==> src/rtl/text_buffer_arbiter.sv <==
// Round-robin arbiter that serialises keyboard and CPU edit commands onto the text RAM write port and owns the cursor.
// Optional build macro TB_ARB_BS_GUARD_EN stops backspace from crossing a line start.
module text_buffer_arbiter #(
  parameter int ADDR_W = 10,
  parameter int COL_W  = 6,
  parameter int DATA_W = 8
) (
  input  logic              clk,
  input  logic              rst,
  input  logic              kbd_req,
  input  logic [1:0]        kbd_op,
  input  logic [DATA_W-1:0] kbd_char,
  output logic              kbd_ack,
  input  logic              cpu_req,
  input  logic [1:0]        cpu_op,
  input  logic [DATA_W-1:0] cpu_char,
  output logic              cpu_ack,
  output logic              ram_we,
  output logic [ADDR_W-1:0] ram_waddr,
  output logic [DATA_W-1:0] ram_wdata,
  output logic [ADDR_W-1:0] cursor,
  output logic              busy
);

  typedef enum logic [1:0] {IDLE, EXEC, CLEAR} state_t;

  localparam logic [1:0] OP_PUT   = 2'b00;
  localparam logic [1:0] OP_NL    = 2'b01;
  localparam logic [1:0] OP_BS    = 2'b10;
  localparam logic [1:0] OP_CLEAR = 2'b11;

  localparam logic [ADDR_W-1:0]       ADDR_ONE  = 1;
  localparam logic [ADDR_W-1:0]       LAST_ADDR = '1;
  localparam logic [ADDR_W-COL_W-1:0] LINE_ONE  = 1;

  state_t            state;
  logic              last_grant;   // 1 = CPU was granted most recently
  logic              winner;       // 1 = CPU owns the command in flight
  logic [1:0]        op_reg;

  logic              kbd_win;
  logic              any_req;
  logic [1:0]        grant_op;
  logic [DATA_W-1:0] grant_char;
  logic              bs_ok;
  logic [ADDR_W-1:0] cursor_inc;
  logic [ADDR_W-1:0] cursor_dec;
  logic [ADDR_W-1:0] cursor_nl;

  // Keyboard wins when alone, or on a tie when the CPU had the last grant.
  assign kbd_win    = kbd_req && (!cpu_req || last_grant);
  assign any_req    = kbd_req || cpu_req;
  assign grant_op   = kbd_win ? kbd_op : cpu_op;
  assign grant_char = kbd_win ? kbd_char : cpu_char;

  assign cursor_inc = cursor + ADDR_ONE;
  assign cursor_dec = cursor - ADDR_ONE;
  assign cursor_nl  = {cursor[ADDR_W-1:COL_W] + LINE_ONE, {COL_W{1'b0}}};

`ifdef TB_ARB_BS_GUARD_EN
  assign bs_ok = (cursor[COL_W-1:0] != '0);
`else
  assign bs_ok = (cursor != '0);
`endif

  // Cursor is stable between the grant and the EXEC cycle, so bs_ok holds in both.
  always_ff @(posedge clk) begin
    if (rst) begin
      state      <= IDLE;
      cursor     <= '0;
      last_grant <= 1'b1;
      winner     <= 1'b0;
      op_reg     <= OP_PUT;
      kbd_ack    <= 1'b0;
      cpu_ack    <= 1'b0;
      ram_we     <= 1'b0;
      ram_waddr  <= '0;
      ram_wdata  <= '0;
      busy       <= 1'b0;
    end else begin
      case (state)
        IDLE: begin
          kbd_ack <= 1'b0;
          cpu_ack <= 1'b0;
          ram_we  <= 1'b0;
          if (any_req) begin
            winner     <= !kbd_win;
            last_grant <= !kbd_win;
            op_reg     <= grant_op;
            busy       <= 1'b1;
            if (grant_op == OP_CLEAR) begin
              state     <= CLEAR;
              ram_we    <= 1'b1;
              ram_waddr <= '0;
              ram_wdata <= '0;
            end else begin
              state   <= EXEC;
              kbd_ack <= kbd_win;
              cpu_ack <= !kbd_win;
              case (grant_op)
                OP_PUT: begin
                  ram_we    <= 1'b1;
                  ram_waddr <= cursor;
                  ram_wdata <= grant_char;
                end
                OP_BS: begin
                  ram_we    <= bs_ok;
                  ram_waddr <= cursor_dec;
                  ram_wdata <= '0;
                end
                default: ram_we <= 1'b0;
              endcase
            end
          end
        end

        EXEC: begin
          state   <= IDLE;
          busy    <= 1'b0;
          kbd_ack <= 1'b0;
          cpu_ack <= 1'b0;
          ram_we  <= 1'b0;
          case (op_reg)
            OP_PUT: cursor <= cursor_inc;
            OP_NL:  cursor <= cursor_nl;
            OP_BS:  if (bs_ok) cursor <= cursor_dec;
            default: cursor <= cursor;
          endcase
        end

        CLEAR: begin
          if (ram_waddr == LAST_ADDR) begin
            state   <= IDLE;
            busy    <= 1'b0;
            ram_we  <= 1'b0;
            kbd_ack <= 1'b0;
            cpu_ack <= 1'b0;
            cursor  <= '0;
          end else begin
            ram_waddr <= ram_waddr + ADDR_ONE;
            // Ack is registered so it lands with the final address write.
            if (ram_waddr == LAST_ADDR - ADDR_ONE) begin
              kbd_ack <= !winner;
              cpu_ack <= winner;
            end
          end
        end

        default: begin
          state   <= IDLE;
          busy    <= 1'b0;
          ram_we  <= 1'b0;
          kbd_ack <= 1'b0;
          cpu_ack <= 1'b0;
        end
      endcase
    end
  end

endmodule

==> config.mk <==
export PLATFORM = sky130hd
export DESIGN_NAME = text_buffer_arbiter
export DESIGN_NICKNAME = d
export VERILOG_FILES = /design/src/rtl/text_buffer_arbiter.sv
export SDC_FILE = /design/constraint.sdc
export NUM_CORES = 1
export LEC_CHECK = 0
export CAP_MARGIN = 0
export CORE_MARGIN = 2
export CORE_UTILIZATION = 35
export CTS_BUF_LIST = sky130_fd_sc_hd__clkbuf_4
export DETAILED_ROUTE_END_ITERATION = 7
export PLACE_DENSITY_LB_ADDON = 0.3
export SYNTH_ARGS = -nofsm -noshare
export SYNTH_HDL_FRONTEND = slang
export SYNTH_SLANG_ARGS = --single-unit
==> constraint.sdc <==
create_clock -name clk -period 3 [get_ports clk]
set_clock_uncertainty 0.2 [all_clocks]
set_input_delay 0.6 -clock clk [delete_from_list [all_inputs] [get_ports clk]]
set_output_delay 0.6 -clock clk [all_outputs]
set_load 0.05 [all_outputs]
; ---- Word-level counts from Yosys, hierarchy flattened
; Index checks and enable logic that the tools add are counted.
[totals]
regBits = 38
latchBits = 0
ram_bits = 0
romBits = 0
in_bits = 24
elab_cells = 82
mem_count = 0
[classes]
addsub = 4
n_mul = 0
div = 0
magnitude_cmp = 0
eq_ne = 15
shift = 0
muxes = 34
bitwise_logic = 0
n_reduce_logical = 18
[ops]
columns = cell, count
row1 = one-hot mux 10 bit (2 select lines), 3
row2 = 2-to-1 mux 10 bit, 5
row3 = one-hot mux 10 bit (3 select lines), 1
row4 = "adder 10 x 1 -> 10 bit, second input constant", 2
row5 = "== test 10 bit, second input constant", 2
row6 = 2-to-1 mux 8 bit, 2
row7 = one-hot mux 8 bit (2 select lines), 1
row8 = 2-to-1 mux 1 bit, 12
row9 = one-hot mux 1 bit (2 select lines), 5
row10 = nonzero test 10 bit, 1
row11 = "subtractor 10 x 1 -> 10 bit, second input constant", 1
row12 = "== test 2 bit, second input constant", 4
row13 = 2-to-1 mux 2 bit, 4
row14 = "inequality test 4 x 2 -> 1 bit, second input constant", 2
row15 = AND reduction 4 bit, 2
row16 = logical NOT 2 bit, 3
row17 = "inequality test 2 bit, second input constant", 3
row18 = "inequality test 3 bit, second input constant", 2
row19 = "adder 4 x 1 -> 4 bit, second input constant", 1
row20 = "== test 2 x 1 -> 1 bit, second input constant", 2
row21 = one-hot mux 2 bit (2 select lines), 1
row22 = AND reduction 2 bit, 2
row23 = nonzero test 2 bit, 2
row24 = logical NOT 1 bit, 3
row25 = 4 further kinds, 5

; ---- Logic depth before layout (Yosys ltp)
[depth]
word_depth = 9
ltp_mapped = 8
ltp_nobuf = 7

; ---- Worst setup path after synthesis
; Ideal clock, no wire load.
[synth_path]
path_kind = register to register
startpoint = register ram_waddr[1]
endpoint = register cursor[2]
setup_ps = 70
t_arrival_ps = 2546
required_ps = 2730
slack_ps = 183
stages_incl_launch_ff = 7
n_path_buf = 0
period_less_slack_ps = 2817
path_cell_list = dfxtp_1 > ha_1 > nand4_1 > o31a_1 > or3b_1 > or4_1 > a21oi_1
[synth_via]
elab_chain_len = 3
[synth_rtl]
columns = item, line_no
row1 = from (decl), 19  ; output logic [ADDR_W-1:0] ram_waddr,
row2 = from (signal assigned), 103  ; ram_waddr <= cursor;
row3 = from (signal assigned), 108  ; ram_waddr <= cursor_dec;
row4 = from (signal assigned), 140  ; ram_waddr <= ram_waddr + ADDR_ONE;
row5 = == test 10 bit, 132  ; if (ram_waddr == LAST_ADDR) begin
row6 = inequality test 2 bit (no line), n/a
row7 = AND reduction 4 bit (no line), n/a
row8 = to (signal assigned), 125  ; OP_NL: cursor <= cursor_nl;
row9 = to (signal assigned), 126  ; OP_BS: if (bs_ok) cursor <= cursor_dec;
row10 = to (signal assigned), 127  ; default: cursor <= cursor;
row11 = to (decl), 21  ; output logic [ADDR_W-1:0] cursor,
; Every way passes these cells.
; A chain may end at the register's enable or synchronous reset.

; ---- Worst setup path after layout
[layout_path]
startpoint = register ram_waddr[1]
endpoint = register cursor[9]
; The elaborated chain is that of the path after synthesis.

==> flow_metrics.env <==
export IMPL_final_max_slew_violation_count=0
export IMPL_dp_hpwl_um=6570
export IMPL_status="complete, no violations"
export IMPL_cts_root_buffer="clkbuf_4"
export IMPL_clk_latency_ns=0.36
export IMPL_cts_tree="yes"
export IMPL_hold_violations=0
export IMPL_synthCells=378
export IMPL_fin_area_um2=3730
export IMPL_leakagePower_nw=1.28
export IMPL_crit_type="register to register"
export IMPL_tns_ns=0
export IMPL_die_y_um=95.2
export IMPL_synth_warning_count=0
export IMPL_antenna_found_initial=0
export IMPL_die_w_um=95.2
export IMPL_num_io_pins=56
export IMPL_min_period_ns=2.77
export IMPL_crit_fanout=10
export IMPL_initial_core_util_pct=35.8
export IMPL_fin_nets=469
export IMPL_arrival_ns=2.82
export IMPL_avgSynthCellArea_um2=7.70
export IMPL_postRouteAntennaNets=0
export IMPL_nFillCells=821
export IMPL_dr_pass1_iters=5
export IMPL_setup_viol=0
export IMPL_cp_required_ns=3.05
export IMPL_htreeDepth=2
export IMPL_timing_hold_ws_ns=0.274
export IMPL_place_gp_congestion=0.908
export IMPL_post_route_period_util_pct=92.3
export IMPL_clockBufferDepth=2
export IMPL_multi_input_area_um2=1920
export IMPL_seqCellArea_um2=761
export IMPL_timing_fmax_mhz=361
export IMPL_synth_area_um2=2910
export IMPL_synth_flop_cell="dfxtp_1"
export IMPL_synthArstFlopShare_pct=0
export IMPL_grt_max_degree=45
export IMPL_num_rows=33
export IMPL_portBuffers=55
export IMPL_worst_slew_pin_slew_ns=0.964
export IMPL_maxSlewHeadroom_pct=35.2
export IMPL_total_power_w=0.00212
export IMPL_via_per_inst=5.93
export IMPL_vdd_drop_max_mv=0.308
export IMPL_met1_usage_pct=28.0
export IMPL_cts_setup_buffers=0
export IMPL_powerDensity_nw_per_um2=569
export IMPL_first_global_vias=2940
export IMPL_rsz0062_at_grt="no"
export IMPL_slowest_delay_ns=0.48
export IMPL_grtUsageMet3_pct=3.40
export IMPL_area_growth_pct=28.3
export IMPL_cts_clk_slew_worst_paths_ns=0.13
export IMPL_n_antenna_cell=0
export IMPL_ctsHoldBuffers=0
export IMPL_synth_distinct_cells=63
export IMPL_cts_sinks=38
export IMPL_crit_path_end_kind="register"
export IMPL_grt_pass1_wl_um=14700
export IMPL_drt_iter0_drc=283
export IMPL_cpMaxStageDelayCell="nor3b_2"
export IMPL_drive_gt1_share_pct=10.8
export IMPL_ys_ff_latch=38
export IMPL_top_usage_layer="met2"
export IMPL_numCtsBuffers=5
export IMPL_final_util_pct=45.9
export IMPL_seq_area_frac_synth_pct=26.2
export IMPL_drv_cap=0
export IMPL_reg_top3="cursor (10), ram_waddr (10), ram_wdata (8)"
export IMPL_wl_um=8950
export IMPL_cp_start_kind="register"
export IMPL_die_area_um2=9060
export IMPL_hold_path_class="register to register"
export IMPL_track_usage_pct=20.2
export IMPL_core_um2=8130
export IMPL_dpl_cell_area_um2=3630
export IMPL_crit_chain="ha_1 > nand4_1 > o31a_1 > buf_4 > nor3b_2 > nor2_1 > a22o_1"
export IMPL_cts_resized=0
export IMPL_vias=3197
export IMPL_grtUsageMet2_pct=32.5
export IMPL_detail_route_wl_per_cell_um=16.6
export IMPL_syn_nets=414
export IMPL_grt_overflow=0
export IMPL_drc=0
export IMPL_synth_enable_flop_cells=0
==> placed cells by master, fill, tap and decap left out, types with 3 or more instances in the layout <==
cell	count
nor4_1	3
nor3b_1	5
ha_1	12
a211oi_1	15
a31oi_1	7
o32ai_1	3
and2_1	4
a32oi_1	9
clkbuf_4	5
and3_1	4
buf_4	20
nor3_1	16
mux2_2	8
o41ai_1	3
nand2b_1	5
dfxtp_1	38
nand4b_1	3
nor2b_1	5
nor2_1	30
a21oi_1	26
inv_1	25
a221oi_1	3
o31a_1	3
o311ai_0	3
nand3_1	14
or4_1	4
or2_2	3
o31ai_1	11
a311o_1	4
clkdlybuf4s50_1	55
o21ai_0	21
nand4_1	4
nand2_1	17
==> layer usage <==
layer,vias up,share of wire (%)
met4,0,0.80
met2,130,47
li1,1557,-
met3,9,6.5
met5,-,0
met1,1501,46
==> final timing paths <==
path                            slack, ns  depth (start not counted)                endpoint                 startpoint
worst min-delay path                 0.27                          2     ram_we$_SDFFE_PP0N_        ram_we$_SDFFE_PP0N_
worst max-delay path                 0.23                          7  cursor[9]$_SDFFE_PP0P_  ram_waddr[1]$_SDFFE_PP0P_
worst max register to register       0.23                          7  cursor[9]$_SDFFE_PP0P_  ram_waddr[1]$_SDFFE_PP0P_
worst min register to register       0.27                          2     ram_we$_SDFFE_PP0N_        ram_we$_SDFFE_PP0N_
==> power breakdown <==
group | switching, W | internal, W | total, W
clock | 0.000193 | 0.000257 | 0.000450
sequential | 0.0000767 | 0.000564 | 0.000641
combinational | 0.000630 | 0.000402 | 0.00103
total | 0.000900 | 0.00122 | 0.00212
==> synth_stat cells, types with 3 or more instances <==
cell	n	share of area [%]
a311o_1	4	1.4
a211oi_1	15	3.9
or2_2	3	0.65
o41ai_1	3	0.90
o32ai_1	3	0.90
nor4_1	3	0.65
mux2_2	8	3.1
a21oi_1	26	4.5
or4_1	4	1.0
o21ai_0	21	3.6
dfxtp_1	38	26
nand2b_1	5	1.1
a31oi_1	7	1.5
nand3_1	14	2.4
and2_1	4	0.86
nand2_1	17	2.2
nor3_1	16	2.8
inv_1	25	3.2
o31a_1	3	0.90
nand4b_1	3	0.90
nor2b_1	5	1.1
nor2_1	30	3.9
clkbuf_1	24	3.1
o311ai_0	3	0.90
and3_1	4	0.86
nor3b_1	5	1.3
buf_6	3	1.2
a32oi_1	9	2.7
ha_1	12	5.2
a221oi_1	3	0.90
nand4_1	4	0.86
o31ai_1	11	2.8
==> cell families (layout without fill, tap and decap cells) <==
logic type / Yosys count / after routing / synth area share (%)
flip-flops: 38 / 38 / 26.2
AND/OR/NAND/NOR: 132 / 132 / 25.2
multiplexers: 9 / 9 / 3.44
AO/OA/AOI/OAI: 131 / 131 / 31.5
adder cells (fa/ha/maj): 12 / 12 / 5.16
buffers and inverters: 54 / 110 / 7.87
XOR/XNOR: 2 / 2 / 0.602
==> metrics by stage <==
| stage | instances | setup WS (ns) |
|---|---|---|
| after floorplan | 378 | 0.183 |
| after global placement | 531 | 0.104 |
| after detailed placement | 531 | 0.0351 |
| after CTS | 539 | 0.254 |
| after global routing | 539 | 0.0397 |
| final | 539 | 0.232 |
==> final cells by class <==
class | count | area share, %
clock buffer | 5 | 1.01
clock inverter | 3 | 1.71
inverter | 26 | 2.62
multi-input combinational | 286 | 51.4
sequential | 38 | 20.4
tap | 105 | 3.52
timing repair buffer | 76 | 19.3
==> worst max-delay path, delay by kind of cell (launching register included) <==
family,cells,cell delay (ns)
AOI/OAI and AO/OA,2,0.67
and+or+nand+nor,3,0.88
adders and majority gates,1,0.28
DFF,1,0.45
buffers and inverters,1,0.19
Power figures use the tool's default switching activity.
==> RTL change 1: new RTL, same flow settings <==
Change the parameter `DATA_W` from 8 to 9.
--- a/src/rtl/text_buffer_arbiter.sv
+++ b/src/rtl/text_buffer_arbiter.sv
@@ -3,7 +3,7 @@
 module text_buffer_arbiter #(
   parameter int ADDR_W = 10,
   parameter int COL_W  = 6,
-  parameter int DATA_W = 8
+  parameter int DATA_W = 9
 ) (
   input  logic              clk,
   input  logic              rst,
Interface: changed (resized cpu_char, kbd_char and ram_wdata); port bits go from 56 to 59. The function was not compared with the original's and may differ.
==> RTL change 1 against the original RTL <==
  * The run now ends with DRC left
  * Wire length increased by 2.8%
  * Synthesized area increased by 2.3%
  * Power decreased by 6.0%
  * Maximum frequency increased by 3.4%
  * Combinational power decreased by 5%
  * Setup slack improved by 0.090 ns
  * Global-route usage increased by 0.13 points
  * Non-clock buffer count increased by 5
  * Sequential cell count increased by 1
  * Cell area increased by 2.0%
  * Largest cell class unchanged
  * Highest routed layer unchanged
==> RTL change 1: results (changes against the original RTL) <==
Placed design
  – Inst Count DP: 537 (+1.1%)
  – Hpwl dp: 6720 um (+2.3%)
  – Placement Setup Slack: 0.136 ns (+0.101 ns)
  – Port Buffers: 58 (+5.5%)
  – Placed Area: 0.00373 mm^2 (+2.8%)

Power and ir drop
  – Pint: 1.13 mW (-7.9%)
  – Peak supply drop: 0.232 mV (-25%)
  – Leak: 1.33 nW (+3.8%)

Logic synthesis
  – Top post-synthesis cells by area: dfxtp_1 26%, a21oi_1 5.7%, ha_1 5.0%, nand2_1 4.4%, nand4_1 3.8%
  – Post-synth cell types: 67 (+6.3%)
  – Synth top cells by count: 39 x dfxtp_1, 35 x nand2_1, 34 x a21oi_1, 23 x clkbuf_1, 18 x nand4_1

Route
  – Initial drt markers: 330 (+17%)
  – Vias per inst: 6.02 (+1.4%)
  – WL final: 9210 um (+2.8%)
  – # DRC: 1 (+1)
  – Via count: 3279 (+2.6%)

Critical path
  – Critical path fanouts, max: 15 (+5)
  – Critical Path Start: cursor[4]
  – R2r startpoint: state[0]
  – CP max stage cell: clkdlybuf4s50_1
  – Crit-path leading delay family: buffers and inverters

Final layout
  – Layout cells sized above 1: 11.4% (+0.53 points)

Status
  – Status: finished with violations
  – Failing checks: DRC

Global routing
  – GRT Overall Usage: 20.3% (+0.13 points)
  – Largest net degree at the start of global routing: 31 (-31%)

STA
  – Slew headroom: 40.9% (+5.7 points)
## RTL change 1: routing by layer
| layer | vias to the layer above | track usage [%] | share of wire, % |
|---|---|---|---|
| li1 | 1595 | - | - |
| met1 | 1527 | 27.9 | 44 |
| met2 | 146 | 33.3 | 47 |
| met3 | 11 | 3.37 | 7.0 |
| met4 | 0 | 4.40 | 1.4 |
| met5 | - | 0 | 0 |
## RTL change 1: layout make-up
| class | count | area, um^2 | area share (%) |
|---|---|---|---|
| clock buffers | 5 | 37.5 | 0.986 |
| clock inverters | 3 | 38.8 | 1.02 |
| inverters | 17 | 63.8 | 1.68 |
| multi-input cells | 295 | 2000 | 52.6 |
| flip-flops and latches | 39 | 781 | 20.5 |
| well taps | 105 | 131 | 3.45 |
| repair buffers | 81 | 753 | 19.8 |
## RTL change 1: path summary, 6_finish.rpt
path / endpoint / slack, ns / cells past startpoint
worst max-delay path: cursor[4] / 0.32 / 1
worst min-delay path: ram_wdata[0] / 0.26 / 2
worst max register to register: ram_waddr[4] / 0.40 / 7
worst min register to register: ram_wdata[0] / 0.26 / 2
## RTL change 1: logic make-up (layout without fill, tap and decap cells)
| kind of cell | count (synthesis) | in the layout | synth area share (%) |
|---|---|---|---|
| compound gates | 130 | 130 | 31.4 |
| xor+xnor | 4 | 4 | 1.18 |
| fa+ha+maj | 12 | 12 | 5.05 |
| buf+inv | 47 | 106 | 6.52 |
| flops | 39 | 39 | 26.2 |
| mux | 13 | 13 | 4.75 |
| simple gates | 136 | 136 | 24.9 |
## RTL change 1: power by group through the flow
| stage | Sequential (mW) | Combinational, mW | Clock (mW) |
|---|---|---|---|
| after floorplan | 0.788 | 0.543 | 0 |
| after global placement | 0.658 | 0.958 | 0 |
| after detailed placement | 0.659 | 0.963 | 0 |
| after CTS | 0.648 | 0.967 | 0.371 |
| after global routing | 0.661 | 1.06 | 0.393 |
| final | 0.649 | 0.981 | 0.366 |
## RTL change 1: worst register-to-register path, delay by kind of cell, from the launching register on
family                     cells  cell delay, ns
and+or+nand+nor                3            1.09
DFF                            1            0.39
adders and majority gates      1            0.38
AOI/OAI and AO/OA              2            0.38
buffers and inverters          1            0.09
==> RTL change 2: new RTL, config.mk and constraints unchanged <==
Without the edit above. Re-encode `state_t` (3 states) as one-hot, 3 bits wide.
--- a/src/rtl/text_buffer_arbiter.sv
+++ b/src/rtl/text_buffer_arbiter.sv
@@ -22,7 +22,7 @@
   output logic              busy
 );
 
-  typedef enum logic [1:0] {IDLE, EXEC, CLEAR} state_t;
+  typedef enum logic [2:0] {IDLE = 3'b001, EXEC = 3'b010, CLEAR = 3'b100} state_t;
 
   localparam logic [1:0] OP_PUT   = 2'b00;
   localparam logic [1:0] OP_NL    = 2'b01;
Behaviour: no difference found for any inputs over 4 cycles, from zero or initial values and one cycle with rst high; so few cycles prove little.
==> RTL change 2 against the original RTL <==
  * Cell area fell by 6.6%
  * Setup slack improved by 0.13 ns
  * Wire length fell by 14%
  * Sequential cell count rose by 1
  * Synthesized area fell by 8.9%
  * Sequential share of layout area rose by 2.0 points
  * Power fell by 23%
  * Sequential power fell by 6.1%
  * Largest cell class unchanged
==> RTL change 2: results (changes against the original RTL) <==
CTS
  – CTS root buf: clkbuf_4
  – Later-pin clock latency in the skew report: 0.36 ns (about the same)

Status
  – Status: finished, final reports clean

Logic synthesis
  – Syn. warnings: 0 (unchanged)
  – Post-synth cell types: 57 (-9.5%)
  – Syn Area/Cell: 7.57 um^2 (-1.7%)
  – Seq/Total Area, Yosys: 29.5% (+3.3 points)
  – Syn Nets: 383 (-7.5%)
  – Top post-synthesis cells by area: dfxtp_1 29%, o21ai_0 5.9%, nand2_1 5.7%, a21oi_1 4.9%, ha_1 4.3%
  – Synth top cells by count: 40 x nand2_1, 39 x dfxtp_1, 31 x o21ai_0, 26 x a21oi_1, 24 x nor2_1

Route
  – Drt first pass iters: 4 (-1)
  – WL final: 7730 um (-14%)
  – Initial drt markers: 112 (-60%)
  – Via count: 2870 (-10%)

Placed design
  – Hpwl dp: 5840 um (-11%)
  – Placed Area: 0.00338 mm^2 (-6.9%)
  – Routability cong.: 0.887 (-2.3%)
  – Inst Count DP: 503 (-5.3%)
  – Placement Setup Slack: 0.0691 ns (+0.0340 ns)

Critical path
  – Critical path fanouts, max: 13 (+3)
  – Reg2Reg Capture Point: cursor[4]
  – Crit-path leading delay family: buffers and inverters
  – Crit path arrival time: 1.84 ns (-0.98 ns)
  – R2R Setup Slk: 0.42 ns (+0.19 ns)
  – Critical Path Start: cursor[4]
  – R2r worst-path depth: 9 (+2)
  – CP max stage cell: clkdlybuf4s50_1
  – R2r startpoint: cursor[0]
  – Critical path's largest stage delay: 0.89 ns (+0.41 ns)

Global routing
  – Largest net degree at the start of global routing: 29 (-36%)
  – GRT Overall Usage: 19.0% (-1.2 points)
  – Vias in the first global route: 2736 (-6.9%)
  – First-pass GRT wire length: 13300 um (-9.5%)

Final layout
  – Finished Layout Cells: 511 (-5.2%)
  – Final nets: 444 (-5.3%)
  – Fill cell count: 743 (-9.5%)
  – Layout cells sized above 1: 8.25% (-2.6 points)
  – ANT cells: 0 (unchanged)
  – Top Registers: cursor x10, ram_waddr x10, ram_wdata x8

Power and ir drop
  – Peak supply drop: 0.209 mV (-32%)
  – Leak: 1.33 nW (+3.7%)

Worst hold path
  – Hold Startpoint: ram_we
  – Worst hold stages: 2 (unchanged)
  – Hold Path End: ram_we

STA
  – Worst Tran Pin Value: 0.539 ns (-0.425 ns)
-- RTL change 2: worst min-delay path: cells and delay by family, from the launching register on --
family	cells	cell delay [ns]
and+or+nand+nor	1	0.06
AOI/OAI and AO/OA	1	0.05
DFF	1	0.35
-- RTL change 2: power by group --
part	internal (mW)	total [mW]	switching [mW]
Clock	0.259	0.449	0.190
Sequential	0.558	0.602	0.0432
Combinational	0.224	0.574	0.350
Total	1.04	1.62	0.583
-- RTL change 2: through the flow --
step	hold WS (ns)	util (%)
2_1_floorplan	0.262	-
3_3_place_gp	0.265	46.3
3_5_place_dp	0.272	46.3
4_1_cts	0.289	47.8
5_1_grt	0.305	47.8
6_report	0.292	47.8
-- RTL change 2: area by class of cell --
class	instances	share of cell area, %
clock inverter	3	1.94
tap	99	3.55
sequential	39	22.4
inverter	13	1.40
timing repair buffer	72	19.5
multi-input combinational	280	50.2
clock buffer	5	1.08
-- RTL change 2: how the worst max path moves through the flow --
| stage | endpoint | slack (ns) |
|---|---|---|
| finish | cursor[4] | 0.36 |
| global route | ram_waddr[2] | 0.24 |
| CTS | cursor[4] | 0.34 |
| detailed placement | ram_wdata[1] | 0.07 |
| global placement | ram_wdata[6] | 0.17 |
| floorplan | cursor[9] | 0.42 |
-- RTL change 2: routing by layer --
| metal | vias up | wire length [um] | global-route usage [%] |
|---|---|---|---|
| met4 | 0 | 133 | 5.05 |
| met5 | - | 0 | 0 |
| met2 | 106 | 3510 | 31.4 |
| li1 | 1417 | - | - |
| met1 | 1327 | 3510 | 24.8 |
| met3 | 20 | 570 | 4.73 |
-- RTL change 2: cell families after synthesis --
| group | share of synthesized area (%) |
|---|---|
| compound gates | 28.2 |
| xor+xnor | 1.65 |
| fa+ha+maj | 4.25 |
| buf+inv | 4.53 |
| flops | 29.5 |
| mux | 4.58 |
| simple gates | 27.4 |
